File: src/rtl/seg7_pkg.sv
// Shared definitions for the two-digit 7-segment scan path: scan states,
// segment codes ({g,f,e,d,c,b,a}, active-high) and the BCD decoder.
package seg7_pkg;

    typedef enum logic [1:0] {
        S_BLK0 = 2'd0,
        S_HI   = 2'd1,
        S_BLK1 = 2'd2,
        S_LO   = 2'd3
    } seg7_state_e;

    localparam logic [6:0] SEG_0    = 7'h3F;
    localparam logic [6:0] SEG_1    = 7'h06;
    localparam logic [6:0] SEG_2    = 7'h5B;
    localparam logic [6:0] SEG_3    = 7'h4F;
    localparam logic [6:0] SEG_4    = 7'h66;
    localparam logic [6:0] SEG_5    = 7'h6D;
    localparam logic [6:0] SEG_6    = 7'h7D;
    localparam logic [6:0] SEG_7    = 7'h07;
    localparam logic [6:0] SEG_8    = 7'h7F;
    localparam logic [6:0] SEG_9    = 7'h6F;
    localparam logic [6:0] SEG_DASH = 7'h40;
    localparam logic [6:0] SEG_OFF  = 7'h00;

    // Non-decimal codes (10-15) show a dash rather than hex glyphs.
    function automatic logic [6:0] seg7_decode(input logic [3:0] bcd);
        logic [6:0] seg;
        case (bcd)
            4'd0:    seg = SEG_0;
            4'd1:    seg = SEG_1;
            4'd2:    seg = SEG_2;
            4'd3:    seg = SEG_3;
            4'd4:    seg = SEG_4;
            4'd5:    seg = SEG_5;
            4'd6:    seg = SEG_6;
            4'd7:    seg = SEG_7;
            4'd8:    seg = SEG_8;
            4'd9:    seg = SEG_9;
            default: seg = SEG_DASH;
        endcase
        return seg;
    endfunction

endpackage

File: src/rtl/seg7_decode_reg.sv
// Registered BCD-to-7-segment decoder with selectable output polarity.
// Resets to the blank pattern of the chosen polarity.
module seg7_decode_reg
    import seg7_pkg::*;
#(
    parameter bit SEG_ACT_LOW = 1'b0
) (
    input  logic       clk,
    input  logic       rst,
    input  logic [3:0] bcd_i,
    output logic [6:0] seg_o
);

    localparam logic [6:0] POL = SEG_ACT_LOW ? 7'h7F : 7'h00;

    logic [6:0] seg_q;
    logic [6:0] seg_d;

    // Decode and apply panel polarity.
    always_comb begin
        seg_d = seg7_decode(bcd_i) ^ POL;
    end

    // Output register; blank on reset.
    always_ff @(posedge clk or posedge rst) begin
        if (rst) begin
            seg_q <= SEG_OFF ^ POL;
        end else begin
            seg_q <= seg_d;
        end
    end

    assign seg_o = seg_q;

endmodule

File: src/rtl/seg7_scan_ctrl.sv
// Two-digit 7-segment scan controller. Scans BLK0 -> HI -> BLK1 -> LO with
// a down-counter; the blank slots let the mux select settle before any
// digit enable rises. New digits are staged in shadow registers and only
// become visible at a frame boundary, so a frame never shows mixed data.
// load is a single-cycle strobe with no back-pressure: every high cycle is
// captured, and the last capture before a frame boundary wins.
module seg7_scan_ctrl
    import seg7_pkg::*;
#(
    parameter int unsigned CLK_DIV     = 50000,
    parameter int unsigned BLANK_CYC   = 16,
    parameter bit          SEG_ACT_LOW = 1'b0
) (
    input  logic       clk,
    input  logic       rst,
    input  logic       load,
    input  logic [3:0] bcd_hi,
    input  logic [3:0] bcd_lo,
    output logic       sel,
    output logic [6:0] seg_hi,
    output logic [6:0] seg_lo,
    output logic [1:0] digit_en,
    output logic       frame_done
);

    localparam int unsigned CNT_MAX = (CLK_DIV > BLANK_CYC) ? CLK_DIV : BLANK_CYC;
    localparam int unsigned CNT_W   = (CNT_MAX > 1) ? $clog2(CNT_MAX) : 1;
    localparam logic [CNT_W-1:0] DIV_RLD = CNT_W'(CLK_DIV - 1);
    localparam logic [CNT_W-1:0] BLK_RLD = CNT_W'(BLANK_CYC - 1);

    seg7_state_e      state_q, state_d;
    logic [CNT_W-1:0] cnt_q, cnt_d;
    logic             sel_q, sel_d;
    logic [1:0]       en_q, en_d;
    logic             fd_q, fd_d;

    logic [3:0]       sh_hi_q, sh_hi_d, sh_lo_q, sh_lo_d;
    logic [3:0]       act_hi_q, act_hi_d, act_lo_q, act_lo_d;
    logic             pend_q, pend_d;

    // Last cycle of S_LO: the next edge closes the frame.
    logic frame_end;
    assign frame_end = (state_q == S_LO) && (cnt_q == '0);

    // Next state, slot counter, and the registered outputs of the next state.
    always_comb begin
        state_d = state_q;
        cnt_d   = cnt_q - CNT_W'(1);
        if (cnt_q == '0) begin
            case (state_q)
                S_BLK0:  begin state_d = S_HI;   cnt_d = DIV_RLD; end
                S_HI:    begin state_d = S_BLK1; cnt_d = BLK_RLD; end
                S_BLK1:  begin state_d = S_LO;   cnt_d = DIV_RLD; end
                default: begin state_d = S_BLK0; cnt_d = BLK_RLD; end
            endcase
        end
        sel_d = 1'b1;
        en_d  = 2'b00;
        case (state_d)
            S_HI:    en_d  = 2'b10;
            S_BLK1:  sel_d = 1'b0;
            S_LO:    begin sel_d = 1'b0; en_d = 2'b01; end
            default: ;
        endcase
        fd_d = frame_end;
    end

    // Shadow capture and frame-boundary promotion; a load on the boundary
    // edge bypasses the shadow and lands in the active regs directly.
    always_comb begin
        sh_hi_d  = sh_hi_q;
        sh_lo_d  = sh_lo_q;
        act_hi_d = act_hi_q;
        act_lo_d = act_lo_q;
        pend_d   = pend_q;
        if (load) begin
            sh_hi_d = bcd_hi;
            sh_lo_d = bcd_lo;
            pend_d  = 1'b1;
        end
        if (frame_end) begin
            if (load) begin
                act_hi_d = bcd_hi;
                act_lo_d = bcd_lo;
                pend_d   = 1'b0;
            end else if (pend_q) begin
                act_hi_d = sh_hi_q;
                act_lo_d = sh_lo_q;
                pend_d   = 1'b0;
            end
        end
    end

    // State, counter, scan outputs and digit registers.
    always_ff @(posedge clk or posedge rst) begin
        if (rst) begin
            state_q  <= S_BLK0;
            cnt_q    <= BLK_RLD;
            sel_q    <= 1'b1;
            en_q     <= 2'b00;
            fd_q     <= 1'b0;
            sh_hi_q  <= '0;
            sh_lo_q  <= '0;
            act_hi_q <= '0;
            act_lo_q <= '0;
            pend_q   <= 1'b0;
        end else begin
            state_q  <= state_d;
            cnt_q    <= cnt_d;
            sel_q    <= sel_d;
            en_q     <= en_d;
            fd_q     <= fd_d;
            sh_hi_q  <= sh_hi_d;
            sh_lo_q  <= sh_lo_d;
            act_hi_q <= act_hi_d;
            act_lo_q <= act_lo_d;
            pend_q   <= pend_d;
        end
    end

    seg7_decode_reg #(.SEG_ACT_LOW(SEG_ACT_LOW)) u_dec_hi (
        .clk   (clk),
        .rst   (rst),
        .bcd_i (act_hi_q),
        .seg_o (seg_hi)
    );

    seg7_decode_reg #(.SEG_ACT_LOW(SEG_ACT_LOW)) u_dec_lo (
        .clk   (clk),
        .rst   (rst),
        .bcd_i (act_lo_q),
        .seg_o (seg_lo)
    );

    assign sel        = sel_q;
    assign digit_en   = en_q;
    assign frame_done = fd_q;

endmodule

File: config.mk
export PLATFORM = sky130hd
export DESIGN_NAME = seg7_scan_ctrl
export DESIGN_NICKNAME = d
export VERILOG_FILES = /design/src/rtl/seg7_pkg.sv /design/src/rtl/seg7_decode_reg.sv /design/src/rtl/seg7_scan_ctrl.sv
export SDC_FILE = /design/constraint.sdc
export NUM_CORES = 1
export LEC_CHECK = 0
export ABC_AREA = 0
export CORE_MARGIN = 3
export CORE_UTILIZATION = 55
export CTS_CLUSTER_SIZE = 12
export DETAILED_ROUTE_END_ITERATION = 7
export GPL_ROUTABILITY_DRIVEN = 0
export HOLD_SLACK_MARGIN = 0.03
export PLACE_DENSITY = 0.76
export SETUP_SLACK_MARGIN = 0.4
export SLEW_MARGIN = 20
export SYNTH_ARGS = -nofsm -noshare
export SYNTH_HDL_FRONTEND = slang
export SYNTH_HIERARCHICAL = 1
export SYNTH_SLANG_ARGS = --single-unit
File: constraint.sdc
create_clock -name clk -period 2.4 [get_ports clk]
set_input_delay 0.6 -clock clk [delete_from_list [all_inputs] [get_ports clk]]
set_output_delay 0.6 -clock clk [all_outputs]
set_load 0.03 [all_outputs]
Word-level counts from Yosys, hierarchy flattened
Memories as Yosys holds them, arrays and structs flattened. A register that Yosys moved wholly into a read port is not among the register bits.
Cells that the tools add are included.
- register bits after elaboration: 39
- bits in read-only memories: 224
- input port bits: 11
- output and inout bits: 18
- logic and storage cells: 40
- memories: 2
- $add $sub $neg: 1
- equal/unequal tests: 6
- multiplexer cells: 14
- reduce and logical (&&, ||, !) cells: 7
- memory list (memory ; words ; bits a word ; read ports ; clocked after Yosys merged registers in ; write ports ; RTL line ; RTL):
    (name not given) ; 16 ; 7 ; 1 ; 1 ; 0 ; seg7_pkg.sv:28 ; case (bcd)
    (name not given) ; 16 ; 7 ; 1 ; 1 ; 0 ; seg7_pkg.sv:28 ;
- operators by type and width (kind ; count):
    2-to-1 mux 16 bit ; 2
    zero test 16 bit ; 1
    2-to-1 mux 4 bit ; 4
    subtractor 16 x 1 -> 16 bit (second input constant) ; 1
    == test 2 bit (second input constant) ; 4
    case mux 2 bit (3 select lines) ; 1
    2-to-1 mux 1 bit ; 5
    == test 2 x 1 -> 1 bit (second input constant) ; 2
    case mux 2 bit (2 select lines) ; 1
    OR reduction 2 bit ; 2
    zero test 2 bit ; 1
    2-to-1 mux 2 bit ; 1
    AND reduction 2 bit ; 1
    nonzero test 2 bit ; 1
    logical AND 1 bit ; 1

Longest topological paths before layout
Gate-level depths: netlist of the first run.
- word-level depth: 6
- gate-level depth with buffers: 6
- gate-level depth less buffers: 6

Cells and area by module
Netlist of the first run, hierarchy kept.
- modules (own cells, without submodules) (module ; times used ; cells an instance ; area an instance (µm²) ; seq. area each (µm²)):
    seg7_scan_ctrl ; 1 ; 147 ; 1757.9 ; 982.2
    seg7_decode_reg ; 2 ; 37 ; 404.1 ; 175.2

Least setup slack after synthesis of the first run
OpenSTA, ideal clock, no wires.
- kind: register -> register
- start point: register cnt_q[4]
- end point: register act_lo_q[0]
- setup time: 125 ps
- data arrival time: 1648 ps
- data required time: 2275 ps
- setup slack: 627 ps
- stages on the path, launching flop included: 6
- path buffers: 1
- period minus slack after synthesis: 1773 ps
- path through: dfrtp_1 nor4_4 and3_1 buf_6 nand4b_4 mux2_4
- longest elaborated chain between the ends: 3
- ends and longest elaborated chain (element ; RTL line ; RTL):
    from (decl) ; seg7_scan_ctrl.sv:32 ; logic [CNT_W-1:0] cnt_q, cnt_d;
    from (signal assigned) ; seg7_scan_ctrl.sv:109 ; cnt_q <= cnt_d;
    zero test 16 bit ; seg7_scan_ctrl.sv:43 ; assign frame_end = (state_q == S_LO) && (cnt_q == '0);
    logical AND 1 bit ; seg7_scan_ctrl.sv:43 ;
    AND reduction 2 bit (no line) ; -- ;
    to (signal assigned) ; seg7_scan_ctrl.sv:116 ; act_lo_q <= act_lo_d;
    to (decl) ; seg7_scan_ctrl.sv:38 ; logic [3:0] act_hi_q, act_hi_d, act_lo_q, act_lo_d;
No other way between the ends.
A chain may end at the register's enable or synchronous reset.

Worst setup path in the final report of the first run
- start point: register u_dec_lo.seg_q[4], in the netlist u_dec_lo/seg_o[4]
- end point: output port seg_lo[4]
- RTL lines (element ; RTL line ; RTL):
    from (decl) ; seg7_decode_reg.sv:16 ; logic [6:0] seg_q;
    to (decl) ; seg7_scan_ctrl.sv:21 ; output logic [6:0] seg_lo,
No word-level cell between the ends.

==> results of run 1 <==
## flip-flops by register name, summed over array words and instances, names as in the netlist
name            count
act_hi_q            4
act_lo_q            4
cnt_q              16
digit_en            2
frame_done          1
pend_q              1
sel                 1
sh_hi_q             4
sh_lo_q             4
state_q             2
u_dec_hi/seg_o      7
u_dec_lo/seg_o      7
## worst reg2reg max path, delay by kind of cell (launching register included)
family        cells  cell delay (ns)
flops             1             0.43
mux               1             0.35
simple gates      3             1.00
## through the flow
step                hold slack [ns]  std cells  instance area, um^2  setup slack, ns
CTS                           0.474        307                 3010            0.442
global route                  0.484        307                 3010            0.416
floorplan                     0.403        221                 2570            0.627
finish                        0.474        307                 3010            0.491
detailed placement            0.452        299                 2890            0.243
global placement              0.449        299                 2890            0.251
## what timing repair did
action	CTS	global route
setup endpoints to repair	1	8
endpoints found under the hold margin	0	0
buffers inserted	0	0
pin swaps	0	0
cloned	0	0
resized for setup	1	1
## layout make-up
| class | instances | area [um^2] | share of cell area [%] |
|---|---|---|---|
| clock inverters | 1 | 30.0 | 0.999 |
| flip-flops and latches | 53 | 1330 | 44.3 |
| repair buffers | 35 | 332 | 11.0 |
| well taps | 52 | 65.1 | 2.16 |
| multi-input cells | 139 | 1090 | 36.1 |
| clock buffers | 7 | 86.3 | 2.87 |
| inverters | 20 | 75.1 | 2.50 |
## routing by layer
metal  up-vias  wire [um]  GRT usage, %
met5         -          0             0
met1       759       1880          21.0
li1        815          -             -
met4         0         78          7.11
met3         5        171          4.59
met2        31       2260          29.9
## power by group through the flow
stage,logic (uW),registers [uW],clock network (uW)
after detailed placement,59.8,927,0
after CTS,60.3,910,628
after floorplan,32.3,925,0
final,58.4,910,611
after global placement,57.4,926,0
after global routing,65.1,911,660
## kinds of logic (layout without fill, tap and decap cells)
kind of cell	after synthesis	count (layout)	synth area share (%)
simple gates	58	58	12.8
flops	53	53	51.9
compound gates	35	35	8.92
buf+inv	29	63	5.80
mux	18	18	8.48
fa+ha+maj	17	17	8.29
xor+xnor	11	11	3.75
## how the worst max path moves through the flow
| stage | depth (start not counted) | end |
|---|---|---|
| after floorplan | 5 | act_lo_q[0] |
| after global placement | 4 | act_hi_q[0] |
| after detailed placement | 4 | act_hi_q[3] |
| after CTS | 4 | act_hi_q[1] |
| after global routing | 4 | act_hi_q[1] |
| final | 1 | seg_lo[4] |
## placed cells by master, fill, tap and decap left out, types with 5 or more instances in the layout
master / n
inv_1: 20
o22ai_1: 6
a21o_1: 5
nor3_1: 5
ha_1: 17
a21oi_1: 9
mux2_2: 14
dfrtp_1: 48
dfstp_2: 5
nor2_1: 17
buf_4: 7
clkdlybuf4s50_1: 27
xor2_1: 9
nand2_1: 9
clkbuf_8: 6
==> out/qor.yml, run 1 <==
sta:
  fin_crit_ns: 1.91
  timing.clock.skew_ns: 0.00584
  period_share_pct: 79.5
  hold_viol: 0
  slew_violations: 0
  fmax_ghz: 0.524
  setup_viol_count_final: 0
  fin_setup_tns_ns: 0
  relSlewSlack_pct: 68.2
  rsz0062_at_grt: "no"
  worst_pin_slew_ns: 0.476
worst_setup_path:
  slowest_delay_ns: 0.67
  cp-start-kind: "flop"
  arrival_ns: 1.31
  reg2reg_depth: 4
  r2r_setup_slack_ns: 0.52
  crit_buf_inv: 1
  critical_path.slowest_cell: "clkdlybuf4s50_1"
  crit_required_ns: 1.80
  critical_path_class: "flop to output port"
  r2r-end: "act_hi_q[1]"
  critical-path-top-delay-family: "buffers and inverters"
  worstSetupEndpointType: "output port"
  crit_path_start: "u_dec_lo/seg_o[4]"
  crit_chain: "clkdlybuf4s50_1"
  crit_fanout: 1
  r2r-start: "cnt_q[4]"
grt:
  grt.overflow.total: 0
  grt_max_degree: 40
  first_global_vias: 1470
  track_usage_pct: 17.5
  antenna_found_initial: 0
  grt_pass1_wl_mm: 7.16
logic_synthesis:
  synthTopCellsByArea: "dfrtp_1 (47%), ha_1 (8.3%), mux2_2 (6.1%)"
  synth_seq_cells: 53
  synth_ff_type: "dfrtp_1"
  synth.distinct_cells: 40
  ys_top_cells_by_count: "dfrtp_1 (48), inv_1 (20), ha_1 (17), nor2_1 (17), mux2_2 (14)"
  ys_seq_area_share_pct: 51.9
  synth_most_common_cell: "dfrtp_1"
  synth_enable_flop_cells: 0
  synth_top_cell_area_share_pct: 46.8
  yosys_warnings: 6
  synthCells: 221
  synth_top_area_cell: "dfrtp_1"
  syn_area_mm2: 0.00257
  syn_nets: 249
  async_flop_share_pct: 100
  syn_avg_cell_area_um2: 11.6
final_layout:
  antenna_cells: 0
  area_delta_synth_final_pct: 17.2
  final_util_pct: 67.7
  drive_above_1_share_pct: 16.1
  fin_nets: 282
  fillers: 344
floorplanning:
  rows: 24
  die_h_um: 74.3
  coreArea_mm2: 0.00444
  die_x_um: 74.3
  start_util_pct: 57.7
  ios: 29
  dieArea_mm2: 0.00552
clock_network:
  clk_path_buf_depth: 2
  numCtsBuffers: 5
  cts-htree-levels: 2
  tritoncts: "yes"
  clk_pin_slew_ns: 0.09
  clock_latency_ns: 0.30
  holdBufCountCts: 0
  cts_sinks: 53
  cts_root_buf: "clkbuf_8"
power_and_ir_drop:
  power_uw: 1580
  p_switching_uw: 304
  intPower_uw: 1270
  seqPwrFrac_pct: 57.6
  peakVddDrop_mv: 0.288
  cellPowerDensity_mw_per_mm2: 525
  p_leak_uw: 0.00139
  clkPwrFrac_pct: 38.7
  swShare_pct: 19.3
  combPwrFrac_pct: 3.7
place:
  hpwl_mm: 3.13
  io_buffer_count: 28
flow_run:
  cap_violations: 0
min_path:
  hold-path-cell-count: 1
  min_to: "cnt_q[0]"
  min_path_type: "flop to flop"
  hp-start: "cnt_q[0]"
route:
  drt_iter0_drc: 62
  post_drt_via_cell_ratio: 5.24
  wl_per_cell_um: 14.3
  wirelength_mm: 4.39
  drt_pass1_iterations: 4
  ant_nets: 0
  route.vias.total: 1610
  drc: 0
outcome:
  status: "complete, no violations"
Power figures use the tool's default switching activity.
==> run 2: changes to the inputs <==
==> constraint.sdc (replaced) <==
create_clock -name clk -period 1.8 [get_ports clk]
set_input_delay 0.45 -clock clk [delete_from_list [all_inputs] [get_ports clk]]
set_output_delay 0.45 -clock clk [all_outputs]
set_load 0.03 [all_outputs]
==> out/qor.yml, run 2 (same netlist as run 1, synthesis figures left out) <==
outcome:
  status: "complete, no violations"
sta:
  fin_crit_ns: 1.71
  worst_pin_slew_ns: 0.354
  whs_ns: 0.437
  setup_viol_count_final: 0
  fin_ws_ns: 0.0895
  relSlewSlack_pct: 76.4
  timing.clock.skew_ns: 0.0117
  fin_setup_tns_ns: 0
  fmax_ghz: 0.585
  period_share_pct: 95.0
  rsz0062_at_grt: "yes"
  slew_violations: 0
  hold_viol: 0
final_layout:
  final_common_cell: "dfrtp_1"
  fillers: 314
  fin_nets: 298
  final_util_pct: 72.6
  final_cell_mix: "dfrtp_1 (47), buf_4 (18), inv_1 (17), buf_2 (17), ha_1 (16)"
  drive_above_1_share_pct: 38.4
  largest_register: "cnt_q"
  antenna_cells: 0
  largest_reg_flops: 16
  area_delta_synth_final_pct: 25.7
grt:
  grt_pass1_wl_mm: 8.02
  grt_max_degree: 40
  first_global_vias: 1715
  antenna_found_initial: 0
  grt.overflow.total: 0
  track_usage_pct: 19.0
clock_network:
  clock_latency_ns: 0.31
  cts_sinks: 53
  holdBufCountCts: 0
  tritoncts: "yes"
  clk_pin_slew_ns: 0.09
  numCtsBuffers: 5
  cts_root_buf: "clkbuf_8"
  cts-htree-levels: 2
  clk_path_buf_depth: 2
worst_setup_path:
  slowest_delay_ns: 0.42
  worstSetupEndpointType: "flop"
  cp-start-kind: "flop"
  crit_chain: "nor4_4, buf_4, and3_4, nand4b_4, mux2_4"
  critical_path.slowest_cell: "dfrtp_1"
  critical_path_class: "flop to flop"
  r2r-start: "cnt_q[5]"
  arrival_ns: 1.91
  crit_required_ns: 2.00
  crit_fanout: 8
  crit_path_start: "cnt_q[5]"
place:
  io_buffer_count: 28
  dp_slack_ns: -0.0821
  hpwl_mm: 3.33
floorplanning:
  ios: 29
  start_util_pct: 57.7
  coreArea_mm2: 0.00444
  die_x_um: 74.3
  die_h_um: 74.3
  rows: 24
  dieArea_mm2: 0.00552
route:
  wl_per_cell_um: 16.1
  ant_nets: 0
  drt_pass1_iterations: 6
  drc: 0
  wirelength_mm: 5.20
  drt_iter0_drc: 88
  post_drt_via_cell_ratio: 5.46
  route.vias.total: 1764
power_and_ir_drop:
  p_leak_uw: 0.00147
  peakVddDrop_mv: 0.477
  seqPwrFrac_pct: 56.7
  combPwrFrac_pct: 4.0
  intPower_uw: 1700
  clkPwrFrac_pct: 39.3
  swShare_pct: 20.4
  cellPowerDensity_mw_per_mm2: 664
  p_switching_uw: 437
flow_run:
  cap_violations: 0
min_path:
  min_path_type: "input port to async pin"
## run 2: changes by cell type in the layout (fill, tap and decap cells not counted), moves of 4 or more
cell,before,now
nand2_1,9,5
buf_2,0,17
a21oi_2,0,5
buf_4,7,18
a21oi_1,9,3
clkdlybuf4s50_1,27,10
## run 2: through the flow
step	instance area (um^2)	instances	total power (uW)
2_1_floorplan	2570	221	1280
3_3_place_gp	2960	306	1320
3_5_place_dp	2960	306	1320
4_1_cts	3080	317	2150
5_1_grt	3230	323	2200
6_report	3230	323	2140
## run 2: power groups by stage
| stage | combinational, uW | clock, uW | sequential (uW) |
|---|---|---|---|
| after floorplan | 43.1 | 0 | 1230 |
| after global routing | 94.4 | 894 | 1210 |
| final | 85.9 | 843 | 1210 |
| after CTS | 88.5 | 850 | 1210 |
| after detailed placement | 87.1 | 0 | 1240 |
| after global placement | 83.4 | 0 | 1240 |
## run 2: path summary, 6_finish.rpt
kind | endpoint | slack, ns | depth (start not counted)
worst min register to register | sh_hi_q[1] | 0.50 | 1
worst max-delay path | act_lo_q[0] | 0.09 | 5
min in group clk | sh_hi_q[1] | 0.50 | 1
max in group asynchronous | cnt_q[0] | 0.96 | 3
worst max register to register | act_lo_q[0] | 0.09 | 5
worst min-delay path | u_dec_lo/seg_o[5] | 0.44 | 2
## run 2: per-layer routing
layer / vias up / part of all wire [%] / track usage, % / wire length, um
met4: 0 / 2.2 / 6.13 / 113
met2: 44 / 52 / 33.8 / 2730
met1: 860 / 41 / 23.8 / 2140
met5: - / 0 / 0 / 0
met3: 12 / 4.2 / 2.97 / 217
li1: 848 / - / - / -
## run 2: cell type report
type	instances	area, um^2	share of cell area (%)
Clock buffer	6	82.6	2.56
Multi-Input combinational cell	139	1230	38.1
Timing Repair Buffer	51	404	12.5
Tap cell	52	65.1	2.02
Clock inverter	2	37.5	1.16
Inverter	20	75.1	2.33
Sequential cell	53	1330	41.3
## run 2: what timing repair did
action / in CTS / in global routing
buffers inserted: 3 / 6
endpoints found under the setup margin: 48 / 40
pin swaps: 2 / 8
resized for setup: 89 / 43
## run 2: critical path, delay by kind of cell, from the launching register on
kind                   cells  cell delay [ns]
AND/OR/NAND/NOR            3             0.67
multiplexers               1             0.34
buffers and inverters      1             0.18
flip-flops                 1             0.42
